## src/rtl/csi_tx_clk_lane_pkg.sv

```systemverilog
// Shared CSI-2 TX definitions: clock-lane state encoding, LP line levels and
// default D-PHY timings in byte-clock cycles (also used by the data-lane controller).
package csi_tx_pkg;

    typedef enum logic [3:0] {
        STOP,
        HS_RQST,
        BRIDGE,
        HS_ZERO,
        HS_PRE,
        HS_CLK,
        HS_POST,
        HS_TRAIL,
        HS_EXIT
    } clk_lane_state_t;

    localparam logic [1:0] LP_11 = 2'b11;
    localparam logic [1:0] LP_01 = 2'b01;
    localparam logic [1:0] LP_00 = 2'b00;

    localparam int unsigned DEF_CNT_W         = 6;
    localparam int unsigned DEF_T_LPX         = 2;
    localparam int unsigned DEF_T_CLK_PREPARE = 2;
    localparam int unsigned DEF_T_CLK_ZERO    = 12;
    localparam int unsigned DEF_T_CLK_PRE     = 2;
    localparam int unsigned DEF_T_CLK_POST    = 8;
    localparam int unsigned DEF_T_CLK_TRAIL   = 3;
    localparam int unsigned DEF_T_HS_EXIT     = 4;

    // Timer reload for a phase of t cycles; t == 0 behaves as a 1-cycle phase.
    function automatic int unsigned phase_load(input int unsigned t);
        return (t == 32'd0) ? 32'd0 : t - 32'd1;
    endfunction

endpackage

```

## src/rtl/csi_tx_clk_lane_if.sv

```systemverilog
// Handshake between the clock-lane controller and the data-lane sequencers.
interface csi_tx_clk_lane_if;
    logic enable;
    logic hs_req;
    logic data_done;
    logic hs_rdy;
    logic busy;

    modport master (
        output enable, hs_req, data_done,
        input  hs_rdy, busy
    );

    modport slave (
        input  enable, hs_req, data_done,
        output hs_rdy, busy
    );
endinterface

```

## src/rtl/csi_tx_clk_lane_phase_tmr.sv

```systemverilog
// Phase timer: loadable down-counter that stops at zero; done is high while the count is zero.
module csi_tx_phase_tmr #(
    parameter int unsigned CNT_W = 6
) (
    input  logic             byte_clock,
    input  logic             reset,
    input  logic             load,
    input  logic [CNT_W-1:0] load_val,
    output logic             done
);

    logic [CNT_W-1:0] cnt;

    always_ff @(posedge byte_clock) begin
        if (reset) begin
            cnt <= '0;
        end else if (load) begin
            cnt <= load_val;
        end else if (cnt != '0) begin
            cnt <= cnt - CNT_W'(1);
        end
    end

    assign done = (cnt == '0);

endmodule

```

## src/rtl/csi_tx_clk_lane.sv

```systemverilog
// CSI-2 TX clock-lane controller: LP-11 -> HS clocking -> LP-11 sequencing for the clock-lane IOB.
// Define CSI_TX_CLK_CONTINUOUS_EN for continuous-clock mode (HS_CLK left only on enable low or reset).
module csi_tx_clk_lane
    import csi_tx_pkg::*;
#(
    parameter int unsigned CNT_W         = DEF_CNT_W,
    parameter int unsigned T_LPX         = DEF_T_LPX,
    parameter int unsigned T_CLK_PREPARE = DEF_T_CLK_PREPARE,
    parameter int unsigned T_CLK_ZERO    = DEF_T_CLK_ZERO,
    parameter int unsigned T_CLK_PRE     = DEF_T_CLK_PRE,
    parameter int unsigned T_CLK_POST    = DEF_T_CLK_POST,
    parameter int unsigned T_CLK_TRAIL   = DEF_T_CLK_TRAIL,
    parameter int unsigned T_HS_EXIT     = DEF_T_HS_EXIT
) (
    input  logic               byte_clock,
    input  logic               reset,
    csi_tx_clk_lane_if.slave   ctl,
    output logic [1:0]         lp_out,
    output logic               hs_oe,
    output logic               hs_clk_en
);

    clk_lane_state_t  state_q, state_d;
    logic             tmr_load, tmr_done;
    logic [CNT_W-1:0] tmr_val;
    logic [1:0]       lp_d;
    logic             oe_d, clk_en_d, rdy_d, busy_d;
    logic             hs_rdy_q, busy_q;

    csi_tx_phase_tmr #(.CNT_W(CNT_W)) u_tmr (
        .byte_clock (byte_clock),
        .reset      (reset),
        .load       (tmr_load),
        .load_val   (tmr_val),
        .done       (tmr_done)
    );

    always_comb begin
        state_d = state_q;
        case (state_q)
            STOP:     if (ctl.enable && ctl.hs_req) state_d = HS_RQST;
            HS_RQST:  if (!ctl.enable) state_d = STOP;     else if (tmr_done) state_d = BRIDGE;
            BRIDGE:   if (!ctl.enable) state_d = STOP;     else if (tmr_done) state_d = HS_ZERO;
            HS_ZERO:  if (!ctl.enable) state_d = HS_TRAIL; else if (tmr_done) state_d = HS_PRE;
            HS_PRE:   if (!ctl.enable) state_d = HS_TRAIL; else if (tmr_done) state_d = HS_CLK;
`ifdef CSI_TX_CLK_CONTINUOUS_EN
            HS_CLK:   if (!ctl.enable) state_d = HS_TRAIL;
`else
            HS_CLK:   if (!ctl.enable) state_d = HS_TRAIL; else if (ctl.data_done) state_d = HS_POST;
`endif
            HS_POST:  if (tmr_done) state_d = HS_TRAIL;
            HS_TRAIL: if (tmr_done) state_d = HS_EXIT;
            HS_EXIT:  if (tmr_done) state_d = STOP;
            default:  state_d = STOP;
        endcase
    end

    // Timer is reloaded on every state entry with the length of the phase being entered.
    always_comb begin
        tmr_load = (state_d != state_q);
        tmr_val  = '0;
        case (state_d)
            HS_RQST:  tmr_val = CNT_W'(phase_load(T_LPX));
            BRIDGE:   tmr_val = CNT_W'(phase_load(T_CLK_PREPARE));
            HS_ZERO:  tmr_val = CNT_W'(phase_load(T_CLK_ZERO));
            HS_PRE:   tmr_val = CNT_W'(phase_load(T_CLK_PRE));
            HS_POST:  tmr_val = CNT_W'(phase_load(T_CLK_POST));
            HS_TRAIL: tmr_val = CNT_W'(phase_load(T_CLK_TRAIL));
            HS_EXIT:  tmr_val = CNT_W'(phase_load(T_HS_EXIT));
            default:  tmr_val = '0;
        endcase
    end

    always_comb begin
        lp_d     = LP_00;
        oe_d     = 1'b0;
        clk_en_d = 1'b0;
        rdy_d    = 1'b0;
        busy_d   = (state_d != STOP);
        case (state_d)
            STOP, HS_EXIT:     lp_d = LP_11;
            HS_RQST:           lp_d = LP_01;
            HS_ZERO, HS_TRAIL: oe_d = 1'b1;
            HS_PRE, HS_POST: begin
                oe_d     = 1'b1;
                clk_en_d = 1'b1;
            end
            HS_CLK: begin
                oe_d     = 1'b1;
                clk_en_d = 1'b1;
                rdy_d    = 1'b1;
            end
            default: ;
        endcase
    end

    always_ff @(posedge byte_clock) begin
        if (reset) begin
            state_q   <= STOP;
            lp_out    <= LP_11;
            hs_oe     <= 1'b0;
            hs_clk_en <= 1'b0;
            hs_rdy_q  <= 1'b0;
            busy_q    <= 1'b0;
        end else begin
            state_q   <= state_d;
            lp_out    <= lp_d;
            hs_oe     <= oe_d;
            hs_clk_en <= clk_en_d;
            hs_rdy_q  <= rdy_d;
            busy_q    <= busy_d;
        end
    end

    assign ctl.hs_rdy = hs_rdy_q;
    assign ctl.busy   = busy_q;

    a_data_done_in_clk: assert property (
        @(posedge byte_clock) disable iff (reset) ctl.data_done |-> (state_q == HS_CLK)
    ) else $warning("csi_tx_clk_lane: protocol error, data_done outside HS_CLK ignored");

endmodule

```

## src/flat_wrapper.sv

```systemverilog
// flat-port wrapper written by rule: the top's interface ports become plain ports
module csi_tx_clk_lane_flat import csi_tx_pkg::*;
#(
    parameter int unsigned CNT_W         = DEF_CNT_W,
    parameter int unsigned T_LPX         = DEF_T_LPX,
    parameter int unsigned T_CLK_PREPARE = DEF_T_CLK_PREPARE,
    parameter int unsigned T_CLK_ZERO    = DEF_T_CLK_ZERO,
    parameter int unsigned T_CLK_PRE     = DEF_T_CLK_PRE,
    parameter int unsigned T_CLK_POST    = DEF_T_CLK_POST,
    parameter int unsigned T_CLK_TRAIL   = DEF_T_CLK_TRAIL,
    parameter int unsigned T_HS_EXIT     = DEF_T_HS_EXIT
)
  (byte_clock, reset, lp_out, hs_oe, hs_clk_en, ctl_enable, ctl_hs_req, ctl_data_done, ctl_hs_rdy, ctl_busy);
  csi_tx_clk_lane_if ctl_i ();
  input  logic byte_clock;
  input  logic reset;
  output logic [1:0] lp_out;
  output logic hs_oe;
  output logic hs_clk_en;
  input wire logic [$bits(ctl_i.enable)-1:0] ctl_enable;
  input wire logic [$bits(ctl_i.hs_req)-1:0] ctl_hs_req;
  input wire logic [$bits(ctl_i.data_done)-1:0] ctl_data_done;
  output wire logic [$bits(ctl_i.hs_rdy)-1:0] ctl_hs_rdy;
  output wire logic [$bits(ctl_i.busy)-1:0] ctl_busy;
  assign ctl_i.enable = ctl_enable;
  assign ctl_i.hs_req = ctl_hs_req;
  assign ctl_i.data_done = ctl_data_done;
  assign ctl_hs_rdy = ctl_i.hs_rdy;
  assign ctl_busy = ctl_i.busy;
  csi_tx_clk_lane #(.CNT_W(CNT_W), .T_LPX(T_LPX), .T_CLK_PREPARE(T_CLK_PREPARE), .T_CLK_ZERO(T_CLK_ZERO), .T_CLK_PRE(T_CLK_PRE), .T_CLK_POST(T_CLK_POST), .T_CLK_TRAIL(T_CLK_TRAIL), .T_HS_EXIT(T_HS_EXIT)) u_core (.byte_clock(byte_clock), .reset(reset), .ctl(ctl_i), .lp_out(lp_out), .hs_oe(hs_oe), .hs_clk_en(hs_clk_en));
endmodule
```

## config.mk

```make
export PLATFORM = sky130hd
export DESIGN_NAME = csi_tx_clk_lane_flat
export DESIGN_NICKNAME = d
export VERILOG_FILES = /design/src/rtl/csi_tx_clk_lane_pkg.sv /design/src/rtl/csi_tx_clk_lane_if.sv /design/src/rtl/csi_tx_clk_lane_phase_tmr.sv /design/src/rtl/csi_tx_clk_lane.sv /design/src/flat_wrapper.sv
export SDC_FILE = /design/constraint.sdc
export NUM_CORES = 1
export LEC_CHECK = 0
export BUFFER_PORTS_ARGS = -buffer_cell sky130_fd_sc_hd__buf_2
export CORE_ASPECT_RATIO = 0.7
export CORE_MARGIN = 3
export CORE_UTILIZATION = 55
export CTS_CLUSTER_DIAMETER = 40
export DETAILED_ROUTE_END_ITERATION = 10
export HOLD_SLACK_MARGIN = 0.08
export PLACE_DENSITY = 0.78
export SLEW_MARGIN = 0
export SYNTH_ARGS = -nofsm -noshare
export SYNTH_HDL_FRONTEND = slang
export SYNTH_SLANG_ARGS = --single-unit
```

## constraint.sdc

```tcl
create_clock -name byte_clock -period 3.2 [get_ports byte_clock]
set_input_delay 0.16 -clock byte_clock [delete_from_list [all_inputs] [get_ports byte_clock]]
set_output_delay 0.16 -clock byte_clock [all_outputs]
set_load 0.02 [all_outputs]
```

==> flow_summary.json <==
{
  "hold_path_depth": 2,
  "dp_cells": 150,
  "synth-xor-area-share": 0.04994,
  "pwr_density_cell_nw_per_um2": 718.3,
  "p_leak_nw": 0.4385,
  "timing.rr.start": "u_core.u_tmr.cnt[0]$_SDFFE_PP0P_",
  "crit_type": "reg2reg",
  "syn_area_per_cell_um2": 8.418,
  "tritoncts": "yes",
  "worst_setup_path_start_kind": "flop",
  "ys_types": 47,
  "dp_hpwl_mm": 1.811,
  "setup_viol": 0,
  "layout.nets": 140,
  "post_cts_buffers": 0,
  "port_buffers": 10,
  "num_io_pins": 11,
  "max_freq_ghz": 0.3935,
  "drtIter0Drc": 38,
  "synthAdderAreaFrac": 0.01189,
  "grt_pass1_vias": 867,
  "num_vias": 956,
  "multi_input_area_um2": 686.9,
  "post-route-period-util": 0.7942,
  "synth_edf_count": 0,
  "clk_latency_ns": 0.28,
  "cts.repair.resized": 0,
  "r2r_slack_ns": 0.66,
  "ant_nets": 0,
  "hold_class": "in2reg",
  "ys_async_sr_fraction": 0,
  "vias_per_cell": 6.208,
  "finalNonFillerCells": 154,
  "antenna_found_initial": 0,
  "die_w_um": 58.28,
  "worst_ep_required_time_ns": 3.43,
  "die_h_um": 42.60,
  "status": "finished clean",
  "rows": 12,
  "clkTransAtPathRegs_ns": 0.10,
  "place.gp.congestion": 0.9192,
  "yosys_register_bits": 16,
  "cp_max_fo": 6,
  "grtUsageTotal": 0.2133,
  "holdPathEnd": "u_core.state_q[0]$_SDFF_PP0_",
  "synthFlopType": "dfxtp_1",
  "core_area_um2": 1697,
  "tns_ns": 0,
  "finalClockSkew_ns": 0.005488,
  "finalHoldViolCount": 0,
  "grt_setup_unrepaired": "false",
  "syn_inst": 125,
  "ctsHoldBuffers": 0,
  "ys_seq_area_frac": 0.3044,
  "endpoint_kind": "flop",
  "die_area_um2": 2482,
  "cts_buffers": 3,
  "worstMarginPinSlew_ns": 0.6968,
  "hp-start": "reset",
  "cts_htree_levels": 1,
  "synth_warnings": 0,
  "ir_drop_uv": 598.0,
  "fillers": 146,
  "ff2ff_path_depth": 8,
  "cts_root_buf": "clkbuf_4",
  "synth_top_family_by_area": "simple AND/OR/NAND/NOR gates",
  "fin_crit_ns": 2.541,
  "drv_slew": 0,
  "final-seq-area_um2": 320.3,
  "syn2layout_area_growth_pct": 8.204,
  "initial_core_util": 0.6202,
  "grt_max_degree": 18,
  "final_common_cell": "dfxtp_1",
  "reg2reg_to": "u_core.u_tmr.cnt[2]$_SDFFE_PP0P_",
  "grt_pass1_wl_mm": 4.112,
  "drc": 0,
  "synth-compound-area-share": 0.2152,
  "synth-simple-area-share": 0.3187,
  "drt_wl_total_mm": 2.379,
  "cts_max_path_buffers": 2,
  "muxShareOfSynthArea": 0.05707,
  "drv_cap": 0,
  "syn-num-nets": 131,
  "slew_headroom": 0.5355,
  "firstDrtPassIters": 4,
  "cts_num_sinks": 16,
  "netlist_area_um2": 1052,
  "post_drt_wl_per_cell_um": 15.45,
  "layout-drive-gt1-share": 0.2030,
  "n_antenna_cell": 0,
  "grt-ovfl-total": 0,
  "cp.arrival_ns": 2.77,
  "final_cell_mix": "16 x dfxtp_1, 13 x nor2_1, 10 x buf_2"
}
## worst max-delay path by stage
| stage | start | end | slack (ns) | cells after the start |
|---|---|---|---|---|
| finish | u_core.u_tmr.cnt[0]$_SDFFE_PP0P_ | u_core.u_tmr.cnt[2]$_SDFFE_PP0P_ | 0.66 | 8 |
| global route | u_core.u_tmr.cnt[0]$_SDFFE_PP0P_ | u_core.u_tmr.cnt[0]$_SDFFE_PP0P_ | 0.54 | 8 |
| CTS | u_core.u_tmr.cnt[0]$_SDFFE_PP0P_ | u_core.u_tmr.cnt[1]$_SDFFE_PP0P_ | 0.66 | 8 |
| detailed placement | u_core.u_tmr.cnt[0]$_SDFFE_PP0P_ | u_core.u_tmr.cnt[1]$_SDFFE_PP0P_ | 0.68 | 8 |
| global placement | u_core.u_tmr.cnt[0]$_SDFFE_PP0P_ | u_core.u_tmr.cnt[1]$_SDFFE_PP0P_ | 0.73 | 8 |
| floorplan | u_core.u_tmr.cnt[0]$_SDFFE_PP0P_ | u_core.u_tmr.cnt[0]$_SDFFE_PP0P_ | 0.84 | 8 |
## cell type report
type / count / share of cell area
Sequential cell: 16 / 0.2813
Inverter: 5 / 0.01648
Timing Repair Buffer: 10 / 0.04396
Tap cell: 21 / 0.02308
Clock buffer: 4 / 0.03187
Multi-Input combinational cell: 98 / 0.6033
## cell families (layout without fill, tap and decap cells)
family,Yosys count,in the layout
muxes,5,5
AOI/OAI and AO/OA,29,29
and+or+nand+nor,57,57
buffers and inverters,11,19
DFF,16,16
xor gates and xnor gates,6,6
adders and majority gates,1,1
## cell usage after synthesis, types with 4 or more instances
cell type	count	share of area
nor2_1	13	0.046
nor3_1	7	0.033
nand3_1	4	0.019
xnor2_1	5	0.042
inv_1	5	0.018
a21oi_1	9	0.043
dfxtp_1	16	0.30
nand2_1	6	0.021
nor4_1	5	0.030
## critical path, cell delays in order (launching register included)
cell and delay, ns:
dfxtp_1 0.36, inv_1 0.08, ha_1 0.24, and2b_1 0.22
nand2_2 0.15, mux2_4 0.35, or3_1 0.44, nor4_1 0.44
mux2_1 0.21
## metal layers
layer / vias to the layer above / wire length (um) / global-route usage / share of wire
met5: - / 0 / 0 / 0
met1: 440 / 1070 / 0.2965 / 0.45
met4: 0 / 8 / 0.04167 / 0.0034
met2: 44 / 1107 / 0.3207 / 0.47
li1: 470 / - / - / -
met3: 2 / 192 / 0.06769 / 0.081
## flip-flops by register name, summed over array words and instances, names as in the netlist
signal / flops
u_core.lp_out: 2
u_core.u_tmr.cnt: 6
u_core.ctl.hs_rdy: 1
u_core.hs_oe: 1
u_core.state_q: 4
u_core.ctl.busy: 1
u_core.hs_clk_en: 1
## metrics by stage
step	area, um^2	hold WS, ns	setup WS, ns	util	total power [W]
after floorplan	1052	0.4988	0.8419	-	0.0006154
after global placement	1102	0.5039	0.7262	0.6497	0.0006759
after detailed placement	1102	0.5226	0.6793	0.6497	0.0006857
after CTS	1139	0.2261	0.6622	0.6711	0.0008179
after global routing	1139	0.2178	0.5400	0.6711	0.0008851
final	1139	0.2349	0.6587	0.6711	0.0008178
## report_power, final
group	internal (W)	total, W	switching, W
registers	0.000232	0.000274	0.0000418
clock network	0.0000693	0.000133	0.0000634
logic	0.000178	0.000412	0.000233
(Power assumes the default switching activity.)
